$ cat src/rtl/reg_dump_pkg.sv
// Shared types and constants for the LC-3 register-file dump reader.
// Holds the walker state encoding, the stream index width and the index
// tagged onto the optional checksum word.
package reg_dump_pkg;

  localparam int unsigned IDX_W     = 4;
  localparam int unsigned RF_ADDR_W = 3;

  // Index carried by the trailing checksum word (one past R7).
  localparam logic [IDX_W-1:0] CSUM_IDX = 4'd8;

  typedef enum logic [2:0] {
    IDLE = 3'd0,
    READ = 3'd1,
    SEND = 3'd2,
    CSUM = 3'd3,
    DONE = 3'd4
  } state_t;

endpackage

$ cat src/rtl/reg_dump_csum.sv
// Wrap-around accumulator for the dump checksum (carry out is dropped).
// Ports:
//   Clk    - system clock
//   Reset  - asynchronous active-low reset
//   clear  - synchronous clear to zero (has priority over add_en)
//   add_en - add din into the running sum this cycle
//   din    - word to accumulate
//   sum    - registered running sum, modulo 2^DATA_W
module reg_dump_csum #(
  parameter int unsigned DATA_W = 16
) (
  input  logic              Clk,
  input  logic              Reset,
  input  logic              clear,
  input  logic              add_en,
  input  logic [DATA_W-1:0] din,
  output logic [DATA_W-1:0] sum
);

  always_ff @(posedge Clk or negedge Reset) begin
    if (!Reset) begin
      sum <= '0;
    end else if (clear) begin
      sum <= '0;
    end else if (add_en) begin
      sum <= sum + din;
    end
  end

endmodule

$ cat src/rtl/reg_dump_reader.sv
// Debug read-out engine: on a start pulse walks R0..R(NUM_REGS-1) of the
// register file through one read port and streams {index, value} words over
// a valid/ready interface. Never writes the register file.
// Optional feature: define REG_DUMP_CHECKSUM_EN to append a checksum word
// (index 8, modulo-2^DATA_W sum of the register words) after the last register.
// Ports:
//   Clk       - system clock
//   Reset     - asynchronous active-low reset
//   start     - one-cycle dump request, honoured only while idle
//   rd_addr   - register-file read select
//   rd_data   - combinational read data for rd_addr
//   out_data  - streamed word
//   out_idx   - register index of out_data (CSUM_IDX for the checksum)
//   out_valid - out_data/out_idx valid
//   out_ready - downstream accepts the word
//   busy      - dump in progress
//   done      - one-cycle pulse after the last word is accepted
module reg_dump_reader
  import reg_dump_pkg::*;
#(
  parameter int unsigned DATA_W   = 16,
  parameter int unsigned NUM_REGS = 8
) (
  input  logic                 Clk,
  input  logic                 Reset,
  input  logic                 start,
  output logic [RF_ADDR_W-1:0] rd_addr,
  input  logic [DATA_W-1:0]    rd_data,
  output logic [DATA_W-1:0]    out_data,
  output logic [IDX_W-1:0]     out_idx,
  output logic                 out_valid,
  input  logic                 out_ready,
  output logic                 busy,
  output logic                 done
);

  localparam logic [IDX_W-1:0] LAST_IDX = IDX_W'(NUM_REGS - 1);

  state_t           state;
  logic [IDX_W-1:0] idx;

`ifdef REG_DUMP_CHECKSUM_EN
  logic [DATA_W-1:0] csum_sum;

  // Sum restarts every dump; each accepted register word is folded in.
  reg_dump_csum #(
    .DATA_W (DATA_W)
  ) u_csum (
    .Clk    (Clk),
    .Reset  (Reset),
    .clear  (state == IDLE),
    .add_en ((state == SEND) && out_ready),
    .din    (out_data),
    .sum    (csum_sum)
  );
`endif

  // Walker FSM; rd_addr is kept one step ahead so it equals idx in READ.
  always_ff @(posedge Clk or negedge Reset) begin
    if (!Reset) begin
      state     <= IDLE;
      idx       <= '0;
      rd_addr   <= '0;
      out_data  <= '0;
      out_idx   <= '0;
      out_valid <= 1'b0;
      busy      <= 1'b0;
      done      <= 1'b0;
    end else begin
      done <= 1'b0;
      case (state)
        IDLE: begin
          rd_addr <= '0;
          if (start) begin
            idx   <= '0;
            busy  <= 1'b1;
            state <= READ;
          end
        end

        READ: begin
          out_data  <= rd_data;
          out_idx   <= idx;
          out_valid <= 1'b1;
          state     <= SEND;
        end

        SEND: begin
          if (out_ready) begin
            if (idx == LAST_IDX) begin
              rd_addr <= '0;
`ifdef REG_DUMP_CHECKSUM_EN
              // Accumulator updates on this same edge, so fold R-last in here.
              out_data <= csum_sum + out_data;
              out_idx  <= CSUM_IDX;
              state    <= CSUM;
`else
              out_valid <= 1'b0;
              done      <= 1'b1;
              state     <= DONE;
`endif
            end else begin
              out_valid <= 1'b0;
              idx       <= idx + 4'd1;
              rd_addr   <= RF_ADDR_W'(idx + 4'd1);
              state     <= READ;
            end
          end
        end

`ifdef REG_DUMP_CHECKSUM_EN
        CSUM: begin
          if (out_ready) begin
            out_valid <= 1'b0;
            done      <= 1'b1;
            state     <= DONE;
          end
        end
`endif

        DONE: begin
          busy  <= 1'b0;
          state <= IDLE;
        end

        default: begin
          out_valid <= 1'b0;
          busy      <= 1'b0;
          state     <= IDLE;
        end
      endcase
    end
  end

endmodule

$ cat config.mk
export PLATFORM = sky130hd
export DESIGN_NAME = reg_dump_reader
export DESIGN_NICKNAME = d
export VERILOG_FILES = /design/src/rtl/reg_dump_pkg.sv /design/src/rtl/reg_dump_csum.sv /design/src/rtl/reg_dump_reader.sv
export SDC_FILE = /design/constraint.sdc
export NUM_CORES = 1
export LEC_CHECK = 0
export CAP_MARGIN = 20
export CORE_ASPECT_RATIO = 0.7
export CORE_MARGIN = 2
export CORE_UTILIZATION = 41
export CTS_BUF_LIST = sky130_fd_sc_hd__clkbuf_16
export DETAILED_ROUTE_END_ITERATION = 6
export PLACE_DENSITY = 0.8
export SLEW_MARGIN = 40
export SYNTH_ARGS = -nofsm -noshare
export SYNTH_HDL_FRONTEND = slang
export SYNTH_SLANG_ARGS = --single-unit
$ cat constraint.sdc
create_clock -name Clk -period 1.6 [get_ports Clk]
set_input_delay 0.4 -clock Clk [delete_from_list [all_inputs] [get_ports Clk]]
set_output_delay 0.4 -clock Clk [all_outputs]
set_load 0.02 [all_outputs]
==> summary.md <==
| Metric | Value |
|---|---|
| Clk buf depth | `2` |
| Share of cells above drive strength 1 | `0.248` |
| Worst EP arrival | `1.64 ns` |
| Port Buf Inserts | `45` |
| Placed cell count | `a little under 200` |
| Final hold viol count | `0` |
| Slew margin rel. | `0.757` |
| CP max FO | `6` |
| Crit end category | `flip-flop` |
| Hold WS | `about 0.5 ns` |
| Footprint of the multi-input gates | `roughly 580 um2` |
| Syn avg cell area | `14.2 um2` |
| Mapped Area | `around 1500 um2` |
| Largest net degree at the start of global routing | `34` |
| Initial core utilization | `0.421` |
| Cells after synthesis | `about 100` |
| Syn. warnings | `0` |
| Top-count cell post-synth | `dfrtp_1` |
| Gr usage total | `0.161` |
| Root Driver | `clkbuf_16` |
| Critical path buffers and inverters | `0` |
| CTS Buf Count | `5` |
| Yosys reg bits | `33` |
| Final WL | `3010 um` |
| Async S/R FF share, synth | `1.00` |
| Crit-path slowest cell | `dfrtp_1` |
| Final setup vio count | `0` |
| Finished Layout Cells | `207` |
| Power Density | `between 1500 and 2000 nW/um2` |
| Fin crit period | `between 1 and 1.5 ns` |
| Clock slew at reported path FFs | `roughly 0.05 ns` |
| Post-route clock period utilization | `0.910` |
| Achievable Freq | `slightly below 0.7 GHz` |
| Row count | `18` |
| Antenna violations before repair | `0` |
| RSZ-0062 raised after global routing | `no` |
| Core area | `approximately 3500 um2` |
| Antenna diodes | `0` |
| Ranking of synthesized cells by area | `dfrtp_1 (57%), mux2_4 (21%), o21ai_0 (2.7%)` |
| Worst path max stage delay | `0.44 ns` |
| EDFF count, synth | `0` |
| Count of final max-slew check failures | `0` |
| HPWL Detailed | `2150 um` |
| Worst setup margin | `between 0.1 and 0.15 ns` |
| CP startpoint kind | `flip-flop` |
| Setup Fix Bufs, Post-CTS | `0` |
| Gr ovfl total | `0` |
| Per-cell routed wire length | `roughly 15 um` |
| Commonest cells post-synth | `dfrtp_1 (33), mux2_4 (20), o21ai_0 (8)` |
| H-tree levels | `2` |
| Crit-path cells | `ha_1, nand3b_1, nand4_1, o21ai_0` |
| Status | `finished clean` |
| Final #Nets | `177` |
| Leakage | `roughly 1 nW` |
| Synth Flop Type | `dfrtp_1` |
| Register area | `826 um2` |
| Fin util | `0.610` |
| CTS Sinks | `33` |
| Vias in the first global route | `just under 1000` |
| Req. time, crit path | `approximately 1.8 ns` |
| Clk_lat worst skew | `approximately 0.27 ns` |
| Dpl cell area | `around 2000 um2` |
| DR pass1 iterations | `4` |
| DR iter-0 viols | `42` |
| Netlist cell types | `30` |
| Synth top area share | `0.565` |
| FILL cells | `~280` |
| Area leader, netlist | `dfrtp_1` |
| P&R area growth vs syn | `44.7%` |
| First-pass GRT wire length | `4680 um` |
| Worst hold path type | `in -> async` |
| Sequential element share of the synthesized area | `0.565` |
| Residual DRC | `0` |
| Syn Nets | `around 120` |
| Skew final | `0.00480 ns` |
| Slew of the pin with the lowest slew margin | `about 0.36 ns` |
| Die width | `roughly 75 um` |
| Total number of vias | `approximately 1000` |
| Peak supply drop | `0.743 mV` |
| Post-route cell area | `~2100 um2` |
| CTS tree | `built` |
| Die ar. | `about 4100 um2` |
| Routed Antenna Nets | `0` |
| CP Class | `reg -> reg` |
| IO Count | `between 40 and 50` |
| Die height | `around 54 um` |
| Max-Cap Viols | `0` |
| Routability congestion estimate | `around 0.8` |
| CP top delay family | `flip-flops` |
| Place WS | `-0.0224 ns` |
| DR vias/cell | `between 4 and 5` |
[what timing repair did]
action / 4_1_cts / 5_1_grt
hold endpoints to repair: 0 / 0
hold buffers: 0 / 0
gates resized for setup: 25 / 1
endpoints found under the setup margin: 25 / 1
[sequential cells by signal, summed over array words and instances (netlist names)]
name	count
out_valid	1
out_data	16
rd_addr	3
done	1
out_idx	4
busy	1
state	3
idx	4
[metal layers]
metal / vias to the layer above / track usage / wire, um
met4: 0 / 0.0702 / 46
met1: 504 / 0.205 / 1310
met3: 5 / 0.0412 / 210
met2: 33 / 0.259 / 1430
met5: - / 0 / 0
li1: 475 / - / -
[worst reg2reg max path, stage by stage, from the launching register on]
cell and delay, ns:
dfrtp_1 0.44, ha_1 0.30, nand3b_1 0.15, nand4_1 0.23, o21ai_0 0.25
[through the flow]
| stage | TNS, ns | power [W] |
|---|---|---|
| after CTS | 0 | 0.00418 |
| after detailed placement | -0.0534 | 0.00345 |
| after global placement | -0.0209 | 0.00338 |
| after global routing | 0 | 0.00440 |
| after floorplan | 0 | 0.00265 |
| final | 0 | 0.00412 |
[path summary, 6_finish.rpt]
check                                         startpoint                       end  slack (ns)  depth (start not counted)
worst max register to register        idx[0]$_DFFE_PN0P_    rd_addr[1]$_DFFE_PN0P_        0.14                          4
max in group asynchronous                          Reset    rd_addr[0]$_DFFE_PN0P_        0.93                          2
worst min-delay path                               Reset  out_data[12]$_DFFE_PN0P_        0.50                          2
worst max-delay path                  idx[0]$_DFFE_PN0P_    rd_addr[1]$_DFFE_PN0P_        0.14                          4
worst min register to register  out_data[14]$_DFFE_PN0P_  out_data[14]$_DFFE_PN0P_        0.50                          1
min in group Clk                out_data[14]$_DFFE_PN0P_  out_data[14]$_DFFE_PN0P_        0.50                          1
[report_power, final]
part / switching, W / internal [W]
Sequential: 0.000208 / 0.00116
Clock: 0.000329 / 0.000569
Combinational: 0.000888 / 0.000968
[cells by family after synthesis]
kind of cell,after synthesis,share of synthesized area
AOI/OAI and AO/OA,15,0.0617
muxes,24,0.235
xor gates and xnor gates,1,0.00599
DFF,33,0.565
adders and majority gates,1,0.00856
buffers and inverters,8,0.0377
and+or+nand+nor,21,0.0865
[layout by cell type (no fill, tap or decap), drive strengths merged]
master / count
dlymetal6s2s: 1
nand4: 3
xnor2: 1
nand2: 4
dlygate4sd2: 25
buf: 6
o21bai: 1
nand3: 1
nand3b: 1
nand2b: 2
a21oi: 2
or2: 1
clkinv: 2
o21ai: 8
clkdlybuf4s50: 19
inv: 3
clkinvlp: 1
nor2: 5
nor4: 1
o32ai: 1
a41oi: 1
nor2b: 2
a31oi: 1
a22o: 1
clkbuf: 5
mux2: 22
ha: 1
mux2i: 2
dfrtp: 33
or4b: 1
[layout make-up]
| type | instances | share of cell area |
|---|---|---|
| Timing Repair Buffer | 51 | 0.233 |
| Clock buffer | 5 | 0.0592 |
| Multi-Input combinational cell | 62 | 0.275 |
| Inverter | 3 | 0.00533 |
| Sequential cell | 33 | 0.391 |
| Clock inverter | 3 | 0.00828 |
| Tap cell | 50 | 0.0296 |
No activity file was read; power rests on OpenSTA's default activity.
